===== config.mk =====
export PLATFORM = sky130hd
export DESIGN_NAME = grayscale_pipe
export DESIGN_NICKNAME = d
export VERILOG_FILES = /design/src/rtl/grayscale_pipe.sv
export SDC_FILE = /design/constraint.sdc
export NUM_CORES = 1
export LEC_CHECK = 0
export CAP_MARGIN = 5
export CORE_ASPECT_RATIO = 1.1
export CORE_MARGIN = 1.5
export CORE_UTILIZATION = 61
export DETAILED_ROUTE_END_ITERATION = 16
export PLACE_DENSITY = 0.77
export SYNTH_ARGS = -nofsm -noshare
export SYNTH_HDL_FRONTEND = slang
export SYNTH_SLANG_ARGS = --single-unit

===== constraint.sdc =====
create_clock -name clock -period 4.3 [get_ports clock]
set_clock_uncertainty 0.2 [all_clocks]
set_input_delay 0.86 -clock clock [delete_from_list [all_inputs] [get_ports clock]]
set_output_delay 0.86 -clock clock [all_outputs]
set_load 0.03 [all_outputs]

===== src/rtl/grayscale_pipe.sv =====
// RGB-to-luma front end of the edge filter: pops 24-bit pixels, weights and sums them in two
// pipeline stages, and pushes one luma byte per pixel while tracking the frame position.
module grayscale_pipe #(
  parameter int WIDTH  = 720,
  parameter int HEIGHT = 540,
  parameter int W_R    = 77,
  parameter int W_G    = 150,
  parameter int W_B    = 29
) (
  input  logic        clock,
  input  logic        reset,
  output logic        in_rd_en,
  input  logic        in_empty,
  input  logic [23:0] in_dout,
  output logic        out_wr_en,
  input  logic        out_full,
  output logic [7:0]  out_din,
  output logic        frame_done
);

  localparam int XW = (WIDTH  > 1) ? $clog2(WIDTH)  : 1;
  localparam int YW = (HEIGHT > 1) ? $clog2(HEIGHT) : 1;
  localparam logic [XW-1:0] XMAX = XW'(WIDTH - 1);
  localparam logic [YW-1:0] YMAX = YW'(HEIGHT - 1);
  localparam logic [7:0] WR = W_R[7:0];
  localparam logic [7:0] WG = W_G[7:0];
  localparam logic [7:0] WB = W_B[7:0];

  function automatic logic [7:0] round_sat(input logic [17:0] sum);
    logic [9:0] l;
    l = sum[17:8];
    if (l > 10'd255) return 8'hFF;
    return l[7:0];
  endfunction

  logic            vld_p0_q, vld_p1_q;
  logic [15:0]     pr_p0_q, pg_p0_q, pb_p0_q;
  logic [7:0]      luma_p1_q;
  logic [17:0]     sum_p1;
  logic            adv_p0, adv_p1;
  logic [XW-1:0]   x_q, x_d;
  logic [YW-1:0]   y_q, y_d;

  // A stage may advance when it is empty or when its successor takes its contents.
  assign adv_p1    = !vld_p1_q || !out_full;
  assign adv_p0    = !vld_p0_q || adv_p1;
  assign in_rd_en  = reset && !in_empty && adv_p0;
  assign out_wr_en = vld_p1_q && !out_full;
  assign out_din   = luma_p1_q;
  assign sum_p1    = 18'(pr_p0_q) + 18'(pg_p0_q) + 18'(pb_p0_q) + 18'd128;

  // Stage A -> B: weighted products (data only, no reset needed)
  always_ff @(posedge clock) begin
    if (adv_p0) begin
      pr_p0_q <= 16'(in_dout[23:16]) * 16'(WR);
      pg_p0_q <= 16'(in_dout[15:8])  * 16'(WG);
      pb_p0_q <= 16'(in_dout[7:0])   * 16'(WB);
    end
  end

  // Stage B -> output: rounded, saturated luma plus valids
  always_ff @(posedge clock or negedge reset) begin
    if (!reset) begin
      vld_p0_q  <= 1'b0;
      vld_p1_q  <= 1'b0;
      luma_p1_q <= 8'h00;
    end else begin
      if (adv_p0) vld_p0_q <= in_rd_en;
      if (adv_p1) begin
        vld_p1_q  <= vld_p0_q;
        luma_p1_q <= round_sat(sum_p1);
      end
    end
  end

  always_comb begin
    x_d = x_q;
    y_d = y_q;
    if (out_wr_en) begin
      if (x_q == XMAX) begin
        x_d = '0;
        y_d = (y_q == YMAX) ? '0 : y_q + YW'(1);
      end else begin
        x_d = x_q + XW'(1);
      end
    end
  end

  assign frame_done = out_wr_en && (x_q == XMAX) && (y_q == YMAX);

  always_ff @(posedge clock or negedge reset) begin
    if (!reset) begin
      x_q <= '0;
      y_q <= '0;
    end else begin
      x_q <= x_d;
      y_q <= y_d;
    end
  end

endmodule


* Word level (Yosys, flattened, before mapping)
Index checks and enable logic that the tools add are counted.
** Operators by class
- $lt $le $gt $ge :: 1
- Add/subtract/negate cells :: 5
- Multipliers :: 3
- Reduce and logical (&&, ||, !) cells :: 12
- Equal/unequal tests :: 2
- Muxes and demuxes :: 6
** Operators by type and width (count)
- multiplier 8 x 7 -> 15 bit (second input constant) :: 2
- adder 10 x 1 -> 10 bit (second input constant) :: 2
- equality test 10 bit (second input constant) :: 2
- 2-to-1 mux 10 bit :: 2
- adder 17 x 13 -> 18 bit :: 1
- adder 18 x 8 -> 18 bit (second input constant) :: 1
- adder 15 x 16 -> 17 bit :: 1
- 2-to-1 mux 8 bit :: 2
- multiplier 8 x 5 -> 13 bit (second input constant) :: 1
- greater-than comparator 10 x 8 -> 1 bit (second input constant) :: 1
- logical AND 1 bit :: 5
- zero test 1 bit :: 4
- logical OR 1 bit :: 2
- 2-to-1 mux 1 bit :: 2
- AND reduction 2 bit :: 1
** Storage, ports and cells
- Flip-flop bits (word level) :: 73
- Output and inout bits :: 11
- Input bits :: 28
- Logic and storage cells :: 37

* Depth between registers and ports, before layout
- Depth after elaboration :: 7
- Gate-level depth with buffers :: 12
- Gate-level depth less buffers :: 12

* Worst setup path after synthesis
OpenSTA, ideal clock, no wires.
- Path kind :: input-to-reg
- Start :: input port in_dout[1]
- End :: register pb_p0_q[10] (data pin)
- Setup time :: 0.263 ns
- Stages :: 11
- Path buffers :: 0
- Data required time :: 3.837 ns
- Slack :: 0.295 ns
- Arrival time :: 3.542 ns
- Cell sequence :: fa_1 -> ha_1 -> inv_1 -> fa_1 -> inv_1 -> ha_1 -> a21oi_1 -> o21bai_1 -> a2111oi_0 -> nor2_1 -> xor2_1
** Between the ends
- Cells in the longest elaborated chain, start to end :: 1
** Ends and longest elaborated chain
- start, declared :: RTL line 14 : input logic [23:0] in_dout,
- multiplier 8 x 5 -> 13 bit :: RTL line 57 : pb_p0_q <= 16'(in_dout[7:0]) * 16'(WB);
- end signal, assigned :: RTL line 57
- end, declared :: RTL line 37 : logic [15:0] pr_p0_q, pg_p0_q, pb_p0_q;
Every way passes these cells.
A chain may end at the register's enable or synchronous reset.

* Worst setup path after layout
- Start :: input port in_dout[12]
- End :: register pg_p0_q[12] (data pin)
** Between the ends
- Cells in the longest elaborated chain, start to end :: 1
** Ends and longest elaborated chain
- multiplier 8 x 7 -> 15 bit :: RTL line 56 : pg_p0_q <= 16'(in_dout[15:8]) * 16'(WG);
- end signal, assigned :: RTL line 56
- end, declared :: RTL line 37
Every way passes these cells.

==> flow_summary.ini <==
[status]
status = completed

[min_path]
hold_path_class = reg -> reg

[placement]
gp_congestion = 0.8326
dp_cells = 872
dpl.hpwl_um = 9971
port_buffers = 38

[pwr]
vdd_drop_max_v = 0.0006328
leakagePower_nw = 4.105
power_w = 0.005636
p_per_area_nw_per_um2 = 713.1

[clock_network]
numCtsBuffers = 9
path_clk_slew_ns = 0.06
cts_sinks = 73
clkLatencyLatePin_ns = 0.34
cts-root-buf = clkbuf_16
htreeDepth = 3
ctsHoldBuffers = 0
clk_path_buf_depth = 2
post-cts-setup-buffers = 0
tritoncts = done

[route]
drt_first_iter_violations = 122
drc = 0
ant_nets = 0
viasPerCell = 5.273
drt-pass1-iter-count = 5
wl_um = 12220
routed-via-count = 4682
post_drt_wl_per_cell_um = 13.76

[yosys]
ys_warn_count = 0
syn_area_um2 = 6531
ys_types = 52
ys_ff_latch = 73
synthesis.nets = 831
synth_top_flop_cell = edfxtp_1
ys_async_sr_fraction_pct = 41.10
ys_seq_area_share_pct = 31.26
syn_inst = 636
synth_edf_count = 43
synth_area_per_cell_um2 = 10.27

[global_routing]
grt_use_met1_pct = 28.01
grt_pass1_vias = 4816
antenna_found_initial = 0
grt_use_met2_pct = 40.40
grt_pass1_wl_um = 20940
grt-ovfl-total = 0
grt_max_degree = 45
top_usage_layer = met2
groute.usage.overall_pct = 23.35
use_met3_pct = 4.269

[run]
max_cap_viol_count = 0

[timing]
fin_crit_sh_pct = 97.90
drv_slew = 0
fin_crit_ns = 4.210
fin_tns_setup_ns = 0
setup_violations = 0
worstMarginPinSlew_ns = 0.5569
timing.fmax_ghz = 0.2375
hold_viol_final = 0
slew_headroom_pct = 62.87

[worst_setup_path]
crit_path_end_kind = flop
startpoint_type = input pin
cp_data_required_time_ns = 4.17
critPathKind = in -> reg
worstPathMaxFanout = 3
crit_arrival_ns = 4.08

[finish]
drive_above_1_share_pct = 12.75
nets = 935
nFillCells = 689
area_delta_synth_final_pct = 21.02
finalNonFillerCells = 888
n_antenna_cell = 0
final_util_pct = 76.04

[floorplanning]
die_area_um2 = 11340
fp-row-count = 39
initial_core_util_pct = 62.84
die_w_um = 101.7
core_um2 = 10390
io_pins = 39
die_h_um = 111.5
metrics by stage:
stage / hold slack [ns] / setup slack (ns) / cell area [µm²]
after floorplan: 0.2354 / 0.2947 / 6531
after global placement: 0.2667 / -0.2374 / 7516
after detailed placement: 0.2905 / -0.3894 / 7516
after CTS: 0.3007 / -0.002295 / 7843
after global routing: 0.3128 / -0.01186 / 7904
final: 0.2981 / 0.09017 / 7904
cells in the final DEF, fill, tap and decap left out, types with 7 or more instances in the layout:
master	synthesis	final
buf_4	0	57
clkdlybuf4s50_1	0	34
nor2_1	36	36
a21o_1	9	9
and3_1	7	7
nor2b_1	8	8
fa_1	38	38
inv_1	134	134
clkbuf_16	0	10
nand4_1	7	7
o21ai_0	10	7
ha_1	129	128
nand2_1	36	36
edfxtp_1	43	43
a21oi_1	36	33
xnor2_1	25	25
dfrtp_1	30	30
xor2_1	18	18
nand3_1	10	9
nor3_1	7	7
worst paths after layout:
| path | start | endpoint | slack [ns] | cells past startpoint |
|---|---|---|---|---|
| max | in_dout[12] | pg_p0_q[12] | 0.09 | 13 |
| min | x_q[2] | x_q[2] | 0.30 | 1 |
| max reg2reg | pg_p0_q[3] | out_din[3] | 0.93 | 11 |
| min reg2reg | x_q[2] | x_q[2] | 0.30 | 1 |
| max in group asynchronous | reset | out_din[3] | 2.83 | 2 |
| min in group asynchronous | reset | x_q[9] | 0.78 | 2 |
per-layer routing:
| layer | wire (µm) | vias up | part of all wire (%) |
|---|---|---|---|
| met5 | 0 | - | 0 |
| met4 | 435 | 0 | 3.6 |
| met3 | 299 | 31 | 2.4 |
| met2 | 6203 | 75 | 51 |
| met1 | 5280 | 2235 | 43 |
| li1 | - | 2341 | - |
report_power, final:
| part | switching, W | internal (W) | total [W] | leakage [nW] |
|---|---|---|---|---|
| logic | 0.00200 | 0.00170 | 0.00370 | 3.11 |
| clock network | 0.000301 | 0.000489 | 0.000790 | 0.159 |
| registers | 0.0000992 | 0.00105 | 0.00115 | 0.834 |
sequential cells by signal, indices dropped and copies added (netlist names):
| name | flops |
|---|---|
| vld_p1_q | 1 |
| pg_p0_q | 15 |
| pr_p0_q | 15 |
| out_din | 8 |
| x_q | 10 |
| pb_p0_q | 13 |
| vld_p0_q | 1 |
| y_q | 10 |
repair_timing:
item,4_1_cts,5_1_grt
resized for setup,1,18
pin swaps,0,4
endpoints found under the setup margin,1,9
endpoints found under the hold margin,0,0
synth_stat cells (2+ instances only):
| cell type | number | share of area [%] |
|---|---|---|
| nand3_1 | 10 | 0.77 |
| nor2b_1 | 8 | 0.77 |
| a211oi_1 | 3 | 0.34 |
| nor3_1 | 7 | 0.54 |
| xor2_1 | 18 | 2.4 |
| dfrtp_1 | 30 | 11 |
| a2111oi_0 | 2 | 0.27 |
| edfxtp_1 | 43 | 20 |
| o21a_1 | 6 | 0.69 |
| nand2b_1 | 2 | 0.19 |
| o31ai_1 | 2 | 0.23 |
| or2_2 | 2 | 0.19 |
| o21bai_1 | 3 | 0.34 |
| fa_1 | 38 | 12 |
| a21o_1 | 9 | 1.0 |
| nor2_1 | 36 | 2.1 |
| a21oi_1 | 36 | 2.8 |
| and3_1 | 7 | 0.67 |
| mux2_2 | 2 | 0.34 |
| and2_1 | 2 | 0.19 |
| ha_1 | 129 | 25 |
| nand4_1 | 7 | 0.67 |
| a31oi_1 | 2 | 0.19 |
| nand2_1 | 36 | 2.1 |
| xnor2_1 | 25 | 3.4 |
| o21ai_0 | 10 | 0.77 |
| inv_1 | 134 | 7.7 |
| o211ai_1 | 3 | 0.34 |
layout make-up:
class | instances | area [µm²] | share of cell area, %
Inverter | 134 | 503.0 | 6.364
Timing Repair Buffer | 95 | 818.3 | 10.35
Tap cell | 143 | 178.9 | 2.264
Multi-Input combinational cell | 427 | 4041 | 51.13
Sequential cell | 73 | 2042 | 25.84
Clock buffer | 10 | 250.2 | 3.166
Clock inverter | 6 | 70.07 | 0.8865
worst max-delay path: stages:
cell	delay, ns
clkdlybuf4s50_1	0.48
ha_1	0.24
ha_1	0.27
inv_1	0.05
fa_1	0.49
fa_1	0.53
inv_1	0.06
ha_2	0.33
o21a_1	0.13
nor2_1	0.07
o31ai_2	0.30
nor2_1	0.12
xnor2_1	0.16
logic make-up (layout without fill, tap and decap cells):
family                   after synthesis  after routing  synth area share [%]
AO/OA/AOI/OAI                         87             87                 8.716
XOR/XNOR                              43             43                 5.766
adder cells (fa/ha/maj)              167            167                 36.36
buffers and inverters                136            245                 7.816
flip-flops                            73             73                 31.26
multiplexers                           3              3                0.4981
AND/OR/NAND/NOR                      127            127                 9.579
Power figures use the tool's default switching activity.
